File: config.mk
export PLATFORM = sky130hd
export DESIGN_NAME = mem_bridge_pipe
export DESIGN_NICKNAME = d
export VERILOG_FILES = /design/src/rtl/mem_bridge_pipe_pkg.sv /design/src/rtl/mem_req_fifo.sv /design/src/rtl/mem_bridge_pipe.sv
export SDC_FILE = /design/constraint.sdc
export NUM_CORES = 1
export LEC_CHECK = 0
export BUFFER_PORTS_ARGS = -buffer_cell sky130_fd_sc_hd__buf_4
export CORE_ASPECT_RATIO = 0.6
export CORE_MARGIN = 2
export CORE_UTILIZATION = 40
export DETAILED_ROUTE_END_ITERATION = 10
export PLACE_DENSITY = 0.75
export SYNTH_ARGS = -nofsm -noshare
export SYNTH_HDL_FRONTEND = slang
export SYNTH_SLANG_ARGS = --single-unit
File: constraint.sdc
create_clock -name clk -period 6.8 [get_ports clk]
set_input_delay 0.68 -clock clk [delete_from_list [all_inputs] [get_ports clk]]
set_output_delay 0.68 -clock clk [all_outputs]
set_load 0.01 [all_outputs]
File: src/rtl/mem_bridge_pipe_pkg.sv
// Shared encodings for the CPU-to-bus memory bridge: access selects, bus size
// codes, default segment mask and the outstanding-request record.
package mem_bridge_pipe_pkg;

  localparam logic [2:0] SEL_SB  = 3'b000;
  localparam logic [2:0] SEL_SH  = 3'b001;
  localparam logic [2:0] SEL_LBU = 3'b011;
  localparam logic [2:0] SEL_LB  = 3'b100;
  localparam logic [2:0] SEL_LHU = 3'b101;
  localparam logic [2:0] SEL_LH  = 3'b110;

  typedef enum logic [1:0] {
    SIZE_BYTE = 2'd0,
    SIZE_HALF = 2'd1,
    SIZE_WORD = 2'd2
  } size_e;

  localparam logic [31:0] SEG_MASK_DEFAULT = 32'h1fff_ffff;

  typedef struct packed {
    logic       wr;
    logic [2:0] sel;
    logic [1:0] lo;
  } req_ent_t;

  // Stores and loads use different select spaces; anything unlisted is a word.
  function automatic size_e decode_size(input logic wr, input logic [2:0] sel);
    size_e size;
    size = SIZE_WORD;
    if (wr) begin
      if (sel == SEL_SB)      size = SIZE_BYTE;
      else if (sel == SEL_SH) size = SIZE_HALF;
    end else begin
      if (sel == SEL_LBU || sel == SEL_LB)      size = SIZE_BYTE;
      else if (sel == SEL_LHU || sel == SEL_LH) size = SIZE_HALF;
    end
    return size;
  endfunction

endpackage

File: src/rtl/mem_req_fifo.sv
// In-order FIFO of outstanding bus requests; DEPTH is a power of two so the
// pointers wrap naturally.
module mem_req_fifo #(
  parameter int W     = 6,
  parameter int DEPTH = 2
) (
  input  logic         clk,
  input  logic         rst,
  input  logic         push,
  input  logic [W-1:0] wdata,
  input  logic         pop,
  output logic [W-1:0] rdata,
  output logic         full,
  output logic         empty
);

  localparam int PW = (DEPTH > 1) ? $clog2(DEPTH) : 1;

  logic [W-1:0]  mem [DEPTH];
  logic [PW-1:0] wr_ptr;
  logic [PW-1:0] rd_ptr;
  logic [PW:0]   count;
  logic          push_ok;
  logic          pop_ok;

  assign full    = (count == (PW+1)'(DEPTH));
  assign empty   = (count == '0);
  assign push_ok = push && !full;
  assign pop_ok  = pop && !empty;
  assign rdata   = mem[rd_ptr];

  always_ff @(posedge clk) begin
    if (push_ok) mem[wr_ptr] <= wdata;
  end

  always_ff @(posedge clk) begin
    if (rst) begin
      wr_ptr <= '0;
      rd_ptr <= '0;
      count  <= '0;
    end else begin
      if (push_ok) wr_ptr <= wr_ptr + 1'b1;
      if (pop_ok)  rd_ptr <= rd_ptr + 1'b1;
      if (push_ok && !pop_ok)      count <= count + 1'b1;
      else if (pop_ok && !push_ok) count <= count - 1'b1;
    end
  end

endmodule

File: src/rtl/mem_bridge_pipe.sv
// Pipelined CPU-to-bus bridge: translates and checks requests, tracks them in
// order, and returns extended load data one cycle after each bus response.
module mem_bridge_pipe
  import mem_bridge_pipe_pkg::*;
#(
  parameter int          ADDR_W    = 32,
  parameter int          DEPTH     = 2,
  parameter logic [31:0] SEG_MASK  = SEG_MASK_DEFAULT,
  parameter int          ALIGN_CHK = 1
) (
  input  logic              clk,
  input  logic              rst,
  input  logic              cpu_req,
  input  logic              cpu_wr,
  input  logic [2:0]        cpu_sel,
  input  logic [ADDR_W-1:0] cpu_addr,
  input  logic [31:0]       cpu_wdata,
  output logic              cpu_addr_ok,
  output logic              cpu_data_ok,
  output logic [31:0]       cpu_rdata,
  output logic              cpu_adel,
  output logic              cpu_ades,
  output logic              data_req,
  output logic              data_wr,
  output logic [1:0]        data_size,
  output logic [ADDR_W-1:0] data_addr,
  output logic [3:0]        data_wstrb,
  output logic [31:0]       data_wdata,
  input  logic              data_addr_ok,
  input  logic [31:0]       data_rdata,
  input  logic              data_data_ok
);

  localparam logic [ADDR_W-1:0] MASK_W = ADDR_W'(SEG_MASK);
  localparam bit                CHK    = (ALIGN_CHK != 0);

  size_e       size;
  logic        misal;
  logic        addr_err;
  logic [1:0]  lo;
  logic        fifo_full;
  logic        fifo_empty;
  logic        pop;
  req_ent_t    push_ent;
  req_ent_t    head;
  logic [7:0]  byte_lane;
  logic [15:0] half_lane;
  logic [31:0] ld_ext;

  assign size  = decode_size(cpu_wr, cpu_sel);
  assign misal = ((size == SIZE_HALF) && cpu_addr[0]) ||
                 ((size == SIZE_WORD) && (cpu_addr[1:0] != 2'b00));
  assign addr_err = CHK && misal;

  // Without alignment checking, misaligned low bits are simply dropped.
  always_comb begin
    lo = cpu_addr[1:0];
    if (size == SIZE_HALF)      lo[0] = 1'b0;
    else if (size == SIZE_WORD) lo    = 2'b00;
  end

  assign data_req    = !rst && cpu_req && !fifo_full && !addr_err;
  assign cpu_addr_ok = data_req && data_addr_ok;
  assign cpu_adel    = !rst && cpu_req && addr_err && !cpu_wr;
  assign cpu_ades    = !rst && cpu_req && addr_err && cpu_wr;
  assign data_wr     = !rst && cpu_wr;
  assign data_size   = rst ? 2'b00 : size;
  assign data_addr   = {cpu_addr[ADDR_W-1:2] & MASK_W[ADDR_W-1:2], 2'b00};

  always_comb begin
    data_wdata = cpu_wdata;
    data_wstrb = 4'b0000;
    case (size)
      SIZE_BYTE: data_wdata = {4{cpu_wdata[7:0]}};
      SIZE_HALF: data_wdata = {2{cpu_wdata[15:0]}};
      default:   data_wdata = cpu_wdata;
    endcase
    if (cpu_wr) begin
      case (size)
        SIZE_BYTE: data_wstrb = 4'b0001 << lo;
        SIZE_HALF: data_wstrb = lo[1] ? 4'b1100 : 4'b0011;
        default:   data_wstrb = 4'b1111;
      endcase
    end
  end

  assign push_ent = '{wr: cpu_wr, sel: cpu_sel, lo: lo};
  assign pop      = data_data_ok && !fifo_empty;

  mem_req_fifo #(
    .W     ($bits(req_ent_t)),
    .DEPTH (DEPTH)
  ) u_fifo (
    .clk   (clk),
    .rst   (rst),
    .push  (cpu_addr_ok),
    .wdata (push_ent),
    .pop   (pop),
    .rdata (head),
    .full  (fifo_full),
    .empty (fifo_empty)
  );

  always_comb begin
    case (head.lo)
      2'd0:    byte_lane = data_rdata[7:0];
      2'd1:    byte_lane = data_rdata[15:8];
      2'd2:    byte_lane = data_rdata[23:16];
      default: byte_lane = data_rdata[31:24];
    endcase
    half_lane = head.lo[1] ? data_rdata[31:16] : data_rdata[15:0];
    case (head.sel)
      SEL_LBU: ld_ext = {24'b0, byte_lane};
      SEL_LB:  ld_ext = {{24{byte_lane[7]}}, byte_lane};
      SEL_LHU: ld_ext = {16'b0, half_lane};
      SEL_LH:  ld_ext = {{16{half_lane[15]}}, half_lane};
      default: ld_ext = data_rdata;
    endcase
  end

  always_ff @(posedge clk) begin
    if (rst) begin
      cpu_data_ok <= 1'b0;
      cpu_rdata   <= '0;
    end else begin
      cpu_data_ok <= pop;
      if (pop && !head.wr) cpu_rdata <= ld_ext;
    end
  end

endmodule

Word level (Yosys, flattened, before mapping)
Memory sizes are Yosys's and may differ from the RTL's. A register that Yosys moved wholly into a read port is not among the register bits.
Cells that the tools add are included.
{"block": "op_classes", "add_sub_neg": 4, "eq_ne": 14, "n_shift": 1, "mux": 22, "n_reduce_logical": 33}
{"cell": "$pmux W32 S4", "count": 1}
{"cell": "$pmux W32 S2", "count": 1}
{"cell": "$pmux W8 S3", "count": 1}
{"cell": "$eq A3 B3 Y1 const B", "count": 6}
{"cell": "$mux W2", "count": 9}
{"cell": "$logic_and A1 B1 Y1", "count": 16}
{"cell": "$mux W16", "count": 1}
{"cell": "$logic_not A1 Y1", "count": 8}
{"cell": "$mux W4", "count": 2}
{"cell": "$pmux W4 S2", "count": 1}
{"cell": "$eq A2 B2 Y1 const B", "count": 3}
{"cell": "$eq A3 B2 Y1 const B", "count": 2}
{"cell": "$logic_not A2 Y1", "count": 3}
{"cell": "$mux W1", "count": 6}
{"cell": "$eq A2 B1 Y1 const B", "count": 2}
{"cell": "$reduce_bool A2 Y1", "count": 2}
{"cell": "$shl A1 B2 Y4 const A", "count": 1}
{"cell": "$eq A3 B1 Y1 const B", "count": 1}
{"cell": "$logic_not A3 Y1", "count": 1}
{"cell": "$logic_or A1 B1 Y1", "count": 3}
{"cell": "$add A1 B1 Y1 const B", "count": 2}
{"cell": "$add A2 B1 Y2 const B", "count": 1}
{"cell": "$sub A2 B1 Y2 const B", "count": 1}
{"block": "word_totals", "regBits": 37, "mem_bits_rw": 12, "inputBits": 105, "output_inout_bits": 108, "elab_cells": 80, "mem_count": 1}
{"name": "u_fifo.mem", "depth": 2, "word_bits": 6, "read_ports": 1, "rd_clocked_by_memory_dff": 1, "wr": 1, "line_no": "mem_req_fifo.sv:19", "text": "logic [W-1:0] mem [DEPTH];"}

Logic depth before layout (Yosys ltp)
Gate-level depths: netlist (run 1).
{"block": "depth", "word_depth": 16, "ltp_mapped": 8, "depth_no_buf": 7}

Modules after synthesis
Synthesis (run 1) repeated with hierarchy kept, for this count alone.
{"block": "unflattened", "cells_unflattened": 384, "hier_area_um2": 3503.4}
{"mod": "mem_bridge_pipe", "n_inst": 1, "cells_each": 340, "area_per_inst_um2": 2854.0, "seq_area_each_um2": 660.6}
{"mod": "mem_req_fifo", "n_inst": 1, "cells_each": 44, "area_per_inst_um2": 649.4, "seq_area_each_um2": 460.4}

Worst setup path before layout (run 1)
OpenSTA, ideal clock, no wires.
{"block": "synth_path", "kind": "in2out", "from": "in cpu_wr", "to": "out data_wdata[16]", "arrival_ps": 1918, "t_required_ps": 6120, "setup_slack_ps": 4202, "path_stages": 4, "path_buffers": 2, "path_cell_list": "clkbuf_1 > o31ai_1 > clkbuf_1 > mux2_2"}
{"block": "synth_between", "elab_chain_cells": 3, "elab_cells_between_ends": 4, "classes_between": "1 x eq/ne; 2 x mux; 1 x reduce/logical"}
{"item": "from (decl)", "line_no": "mem_bridge_pipe.sv:14", "text": "input logic cpu_wr,"}
{"item": "$mux W2 (*)", "line_no": "mem_bridge_pipe_pkg.sv:30", "text": "if (wr) begin"}
{"item": "$eq A2 B1 Y1 / $logic_not A2 Y1 (equally long branches)", "line_no": "mem_bridge_pipe.sv:73", "text": "case (size)"}
{"item": "$pmux W32 S2 (*)", "line_no": "mem_bridge_pipe.sv:73"}
{"item": "to (decl)", "line_no": "mem_bridge_pipe.sv:28", "text": "output logic [31:0] data_wdata,"}
Every way passes the cells marked *; elsewhere a longest branch is shown, timed or not.

Worst setup path after layout (run 1)
{"block": "layout_path", "from": "in cpu_sel[0]", "to": "out data_wdata[27]"}
{"block": "layout_between", "elab_chain_cells": 7, "elab_cells_between_ends": 16, "classes_between": "6 x eq/ne; 6 x mux; 4 x reduce/logical"}
{"item": "from (decl)", "line_no": "mem_bridge_pipe.sv:15", "text": "input logic [2:0] cpu_sel,"}
{"item": "$eq A3 B3 Y1", "line_no": "mem_bridge_pipe_pkg.sv:35", "text": "else if (sel == SEL_LHU || sel == SEL_LH) size = SIZE_HALF;"}
{"item": "$logic_or A1 B1 Y1", "line_no": "mem_bridge_pipe_pkg.sv:35"}
{"item": "$mux W2", "line_no": "mem_bridge_pipe_pkg.sv:35"}
{"item": "$mux W2", "line_no": "mem_bridge_pipe_pkg.sv:34", "text": "if (sel == SEL_LBU || sel == SEL_LB) size = SIZE_BYTE;"}
{"item": "$mux W2 (*)", "line_no": "mem_bridge_pipe_pkg.sv:30"}
{"item": "$eq A2 B1 Y1 / $logic_not A2 Y1 (equally long branches)", "line_no": "mem_bridge_pipe.sv:73"}
{"item": "$pmux W32 S2 (*)", "line_no": "mem_bridge_pipe.sv:73"}
Marks and branches as above.

==> qor.txt, run 1 <==
Cell-internal power: 0.7280 mW
Initial DRT Pass Iterations: 5
Mean routed wirelength per cell: 16.87 um
Number of nets with antenna violations after routing: 0
Clock net sink count: 50
Total congestion overflow: 0
Kind of start point of the critical path: input port
GRT Util Overall: 21.49%
Worst hold path stage count: 2
Total of endpoints with negative setup slack in the final report: 0
Max stage delay cell, worst path: o31ai_4
Fraction of the cycle the final worst path needs: 51.73%
Fraction of the yosys area taken by sequential cells: 31.48%
Leak pwr: 1.907 nW
Cell Rows: 26
Fraction of final layout cells with drive strength greater than 1: 36.26%
Syn-to-layout area delta: 29.06%
Number of buffers added on ports: 150
Largest stage delay, worst path: 0.95 ns
Ratio of total power to cell area: 255.1 nW/um2
Worst Reg2Reg Path Length in Cells: 5
Combined area of the multi-input logic cells: 2033 um2
Critical-path maximum fanout: 30
Worst-case clock skew: 0.006719 ns
DRC violations left: 0
Most frequent standard cell in the layout excluding fill and tap cells: buf_4
Number of enable-type register cells in the synthesized netlist: 12
Capturing element type of the critical path: primary output
Crit-path cells: buf_4 -> and3b_1 -> o31ai_4 -> nor2_1 -> nand2_1 -> nand2_1 -> buf_4
Initial core utilization: 41.46%
Post-CTS Setup Bufs: 0
Synth cell types: 60
Critical Path RT: 6.12 ns
Final critical-path required period: 3.518 ns
Classification of the worst-slack hold path: reg -> reg
Via count of the first global-routing pass: 3298
Core box area: 8588 um2
Sw Ratio: 37.90%
Transition at the pin with the smallest max-transition slack: 1.136 ns
H-tree levels: 2
CTS Buffer Depth: 2
Per-instance average area after synthesis: 8.398 um2
CTS root buf: clkbuf_16
Count of nets after finishing: 629
Global-route wire length before repair: 16990 um
GP Congestion: 0.8966
Dominant synthesized flop cell: dfxtp_1
Part of the total power dissipated in sequential elements: 34.8%
Biggest area contributors in the synthesized netlist: dfxtp_1, edfxtp_1, buf_4
Vias per cell: 5.552
Synth top area share: 21.36%
Combinational cell fraction of total power: 43.6%
Worst rel slew slack: 24.26%
Initial antenna violation count: 0
Unrepaired setup endpoints after global routing: false
Die height: 77.09 um
Synthesized instance count: 424
Library cell with the largest summed area after synthesis: dfxtp_1
Total of cells resized after clock tree synthesis: 0
Number of warning messages in the yosys log: 0
Total stage count of the critical path: 7
Number of antenna diodes: 0
Register bit total from synthesis: 50
DP Wirelength: 8183 um
Num CTS Buffers: 5
VDD IR-drop max: 0.1383 mV
Commonest cells after routing, fill and taps aside: buf_4, nand2_1, dfxtp_1, nor2_1, o21ai_0
Hold Buf Count CTS: 0
Clock network fraction of total power: 21.6%
Largest net degree at the start of global routing: 51
Post-synthesis async set-or-reset flop share: 0%
Initial detailed-routing violation count: 256
TritonCTS clock tree: yes
Area of the mapped netlist: 3561 um2
Filler Cells Inserted: 794
Critical path's top delay family: compound AO/OA/AOI/OAI gates
Wirelength, routed: 10730 um
Clock insertion delay at the later pin of the skew report: 0.29 ns
Number of top-level design ports: 213
Final core utilization: 53.51%
DIE AREA: 9698 um2
Max-Cap Viols: 0
Worst Path Arrival: 2.84 ns
Switching pwr: 0.4444 mW
FF/Latch Area: 1121 um2
Die extent in x: 125.8 um
Clock-pin slew reported for the worst setup and hold paths after clock tree synthesis: 0.07 ns
Maximum clock frequency: 0.2843 GHz
Crit path kind: in -> out
Number of vias in the routed layout: 3531
Bufs and invs on worst path: 2
Final hold violation count: 0
Max-slew violation count: 0
Status: finished clean
Setup TNS: 0 ns
-- flip-flops by register name, indices dropped and copies added, names as in the netlist, named ones only --
register,flops
cpu_rdata,32
u_fifo.mem,12
u_fifo.count,2
cpu_data_ok,1
u_fifo.rd_ptr,1
u_fifo.wr_ptr,1
-- power groups by stage --
stage          registers [mW]  clock network (mW)  logic, mW
3_5_place_dp            0.413                   0      0.505
3_3_place_gp            0.410                   0      0.495
6_report                0.408               0.254      0.511
5_1_grt                 0.416               0.269      0.556
4_1_cts                 0.407               0.256      0.506
2_1_floorplan           0.410                   0      0.338
-- layout make-up --
cell class | count | area share [%]
multi-input cells | 310 | 44.24
repair buffers | 151 | 24.67
flip-flops and latches | 50 | 24.39
well taps | 112 | 3.049
clock buffers | 5 | 2.723
clock inverters | 3 | 0.5173
inverters | 5 | 0.4084
-- cell families (layout without fill, tap and decap cells) --
| logic type | count (synthesis) | count (layout) | synth area share, % |
|---|---|---|---|
| xor gates and xnor gates | 8 | 8 | 1.968 |
| DFF | 50 | 50 | 31.48 |
| adders and majority gates | 1 | 1 | 0.3513 |
| buffers and inverters | 68 | 164 | 12.44 |
| muxes | 22 | 22 | 7.449 |
| and+or+nand+nor | 141 | 141 | 16.80 |
| other | 1 | 5 | 0.1053 |
| AOI/OAI and AO/OA | 133 | 133 | 29.41 |
-- metal layers --
metal / track usage (%) / wire [um] / vias to the layer above
met4: 4.945 / 97 / 0
met2: 31.14 / 4753 / 131
li1: - / - / 1698
met3: 6.001 / 884 / 17
met5: 0 / 0 / -
met1: 31.55 / 4993 / 1685
-- cells in the mapped netlist, drive strengths merged (2+ instances only) --
master and number:
a21oi 9, xor2 5, o21ai 29, edfxtp 12, mux2i 11, a32oi 2, a22oi 16, inv 5
o2111ai 7, a21o 7, nor2 37, mux2 10, o22a 9, buf 45, nand2 75, o21a 3
a21boi 4, a211oi 28, nor2b 8, nand2b 2, clkbuf 18, o311ai 7, xnor2 3, nor3 2
nand3 9, dfxtp 38, a32o 3
-- metrics by stage --
stage,area (um2),setup slack (ns),power [mW],cells,hold WS [ns]
global route,4596,3.045,1.240,636,0.5337
global placement,4447,3.339,0.9052,628,0.4851
CTS,4596,3.296,1.170,636,0.5051
detailed placement,4447,3.306,0.9179,628,0.4885
floorplan,3576,4.202,0.7486,428,0.4720
finish,4596,3.282,1.172,636,0.5030
-- worst reg2reg max path, stage by stage (launching register included) --
cell      delay, ns
dfxtp_1        0.97
mux2i_4        0.62
mux4_2         0.62
a21oi_4        0.30
o21a_4         0.35
a211oi_1       0.13
-- final timing paths --
check	slack [ns]	to	start
worst min register to register	0.50	register	u_fifo.rd_ptr
worst min-delay path	0.50	register	u_fifo.rd_ptr
worst max-delay path	3.28	data_wdata[27]	cpu_sel[0]
worst max register to register	3.66	cpu_rdata[16]	register
No activity file was read; power rests on OpenSTA's default activity.
==> run 2: changes to the inputs <==
- ABC_AREA: default -> 1
- PLACE_DENSITY: 0.75 -> 0.77
- clock period: 6.8 -> 3 ns (I/O delays scaled with it)
==> run 2 against run 1 <==
Effect of this change: non-clock buffer count grew 2; combinational power grew 140%; global-route usage grew 0.18 points; first-iteration DRC count up 13%; routed wire length is 3.0% higher; clock power increased to 2.8 times the previous value; critical path type is now reg -> reg; highest routed layer unchanged.
==> qor.txt, run 2 <==
Status: finished clean
H-tree levels: 2
Most frequent standard cell in the layout excluding fill and tap cells: buf_4
DRC violations left: 0
Syn-to-layout area delta: 29.42%
Cell Rows: 26
Crit path kind: reg -> reg
Post-synthesis async set-or-reset flop share: 0%
Critical hold path startpoint: cpu_sel[1]
Dominant synthesized flop cell: dfxtp_1
GRT Util Overall: 21.67%
Number of vias in the routed layout: 3964
Number of enable-type register cells in the synthesized netlist: 12
Post-CTS Setup Bufs: 0
Total congestion overflow: 0
Total of endpoints with negative setup slack in the final report: 0
Leak pwr: 2.401 nW
Initial DRT Pass Iterations: 6
Number of nets with antenna violations after routing: 0
Fraction of the yosys area taken by sequential cells: 30.79%
Final critical-path required period: 2.543 ns
Worst-case clock skew: 0.006346 ns
Number of warning messages in the yosys log: 0
Vias per cell: 5.128
Largest net degree at the start of global routing: 44
Die height: 77.90 um
Via count of the first global-routing pass: 3633
DP Wirelength: 8493 um
Initial detailed-routing violation count: 290
Worst Path Arrival: 2.73 ns
Kind of start point of the critical path: register
Worst rel slew slack: 27.36%
Area of the mapped netlist: 3641 um2
Unrepaired setup endpoints after global routing: false
Fraction of final layout cells with drive strength greater than 1: 30.71%
Synth cell types: 35
Smallest hold slack: 0.2288 ns
Ratio of total power to cell area: 602.3 nW/um2
Top reg by flops: cpu_rdata
Commonest cells after routing, fill and taps aside: buf_4, nand2_1, nor2_1, nand3_1, inv_1
Count of nets after finishing: 766
Number of buffers added on ports: 150
Number of antenna diodes: 0
Die extent in x: 127.2 um
CTS Buffer Depth: 2
Clock insertion delay at the later pin of the skew report: 0.29 ns
TritonCTS clock tree: yes
Critical Path RT: 3.19 ns
Register bit total from synthesis: 50
Synth top area share: 20.89%
Most numerous cell in the Yosys netlist: nand2_1
Most numerous cell types in the synthesized netlist: nand2_1, nor2_1, nand3_1
Num CTS Buffers: 5
Hold Buf Count CTS: 0
Initial antenna violation count: 0
Mean routed wirelength per cell: 14.30 um
Per-instance average area after synthesis: 6.513 um2
Initial core utilization: 41.92%
Fraction of the cycle the final worst path needs: 84.78%
Capturing element type of the critical path: register
Synthesized instance count: 559
GP Congestion: 0.9229
Core box area: 8686 um2
Biggest area contributors in the synthesized netlist: dfxtp_1, nand2_1, edfxtp_1
Max-Cap Viols: 0
DIE AREA: 9907 um2
Clock-pin slew reported for the worst setup and hold paths after clock tree synthesis: 0.07 ns
Biggest registers after layout: cpu_rdata: 32 flops, u_fifo.mem: 12 flops, u_fifo.count: 2 flops
Final core utilization: 54.25%
Max FFs per register: 32
Clock net sink count: 50
Total of cells resized after clock tree synthesis: 0
Maximum clock frequency: 0.3932 GHz
Transition at the pin with the smallest max-transition slack: 1.090 ns
Critical-path maximum fanout: 30
Library cell with the largest summed area after synthesis: dfxtp_1
VDD IR-drop max: 0.2864 mV
Wirelength, routed: 11050 um
Max-slew violation count: 0
Final hold violation count: 0
Classification of the worst-slack hold path: in -> reg
Number of top-level design ports: 213
Setup TNS: 0 ns
Global-route wire length before repair: 17380 um
CTS root buf: clkbuf_16
run 2: cell types whose count changed after synthesis, moves of 10 or more:
cell      previous run  this run
nand2_1             75       143
o21ai_1              1        11
inv_1                5        51
a22oi_1             16         6
nor2_1              37        69
a211oi_1            17         0
nor2_2               0        22
nand3_1              9        52
o21ai_0             28        43
a211oi_2            11         0
run 2: cells by family after synthesis:
logic type / Yosys count / share of synthesized area [%]
adder cells (fa/ha/maj): 1 / 0.3436
flip-flops: 50 / 30.79
multiplexers: 1 / 0.2749
AO/OA/AOI/OAI: 83 / 12.65
other: 1 / 0.1030
XOR/XNOR: 1 / 0.2406
AND/OR/NAND/NOR: 303 / 37.77
buffers and inverters: 119 / 17.84
run 2: cell type report:
cell class	instances	area, um2
multi-input cells	394	1886
flip-flops and latches	50	1121
well taps	112	140.1
repair buffers	153	1161
clock buffers	7	163.9
fillers	860	3974
clock inverters	1	30.03
inverters	56	210.2
run 2: final timing paths:
| check | slack (ns) | cells past startpoint | end |
|---|---|---|---|
| max | 0.46 | 8 | cpu_rdata[21] |
| min | 0.23 | 1 | u_fifo.mem[0][3] |
| max reg2reg | 0.46 | 8 | cpu_rdata[21] |
| min reg2reg | 0.48 | 1 | register |
run 2: layer usage:
metal  global-route usage (%)  part of all wire (%)
met3                    5.241                   7.8
met1                    27.32                    44
met2                    37.85                    48
met4                    4.615                   1.0
met5                        0                     0
run 2: report_power, final:
part           internal, mW  switching (mW)
clock                 0.467           0.250
sequential            0.796          0.0747
combinational         0.497           0.754
run 2: through the flow:
step	setup slack, ns	cell area [um2]	total power, mW	std cells
floorplan	1.173	3656	1.758	563
global placement	0.6203	4518	2.084	765
finish	0.4565	4712	2.838	773
CTS	0.4950	4712	2.847	773
global route	0.1893	4712	3.033	773
detailed placement	0.5213	4518	2.123	765
run 2: critical path: stages, from the launching register on:
cell     delay (ns)
dfxtp_1        0.47
o21ai_2        0.92
nor2_2         0.22
nand2_1        0.15
nand3_2        0.12
nand3_4        0.14
nand2_4        0.19
nor2_1         0.16
nor2_1         0.05
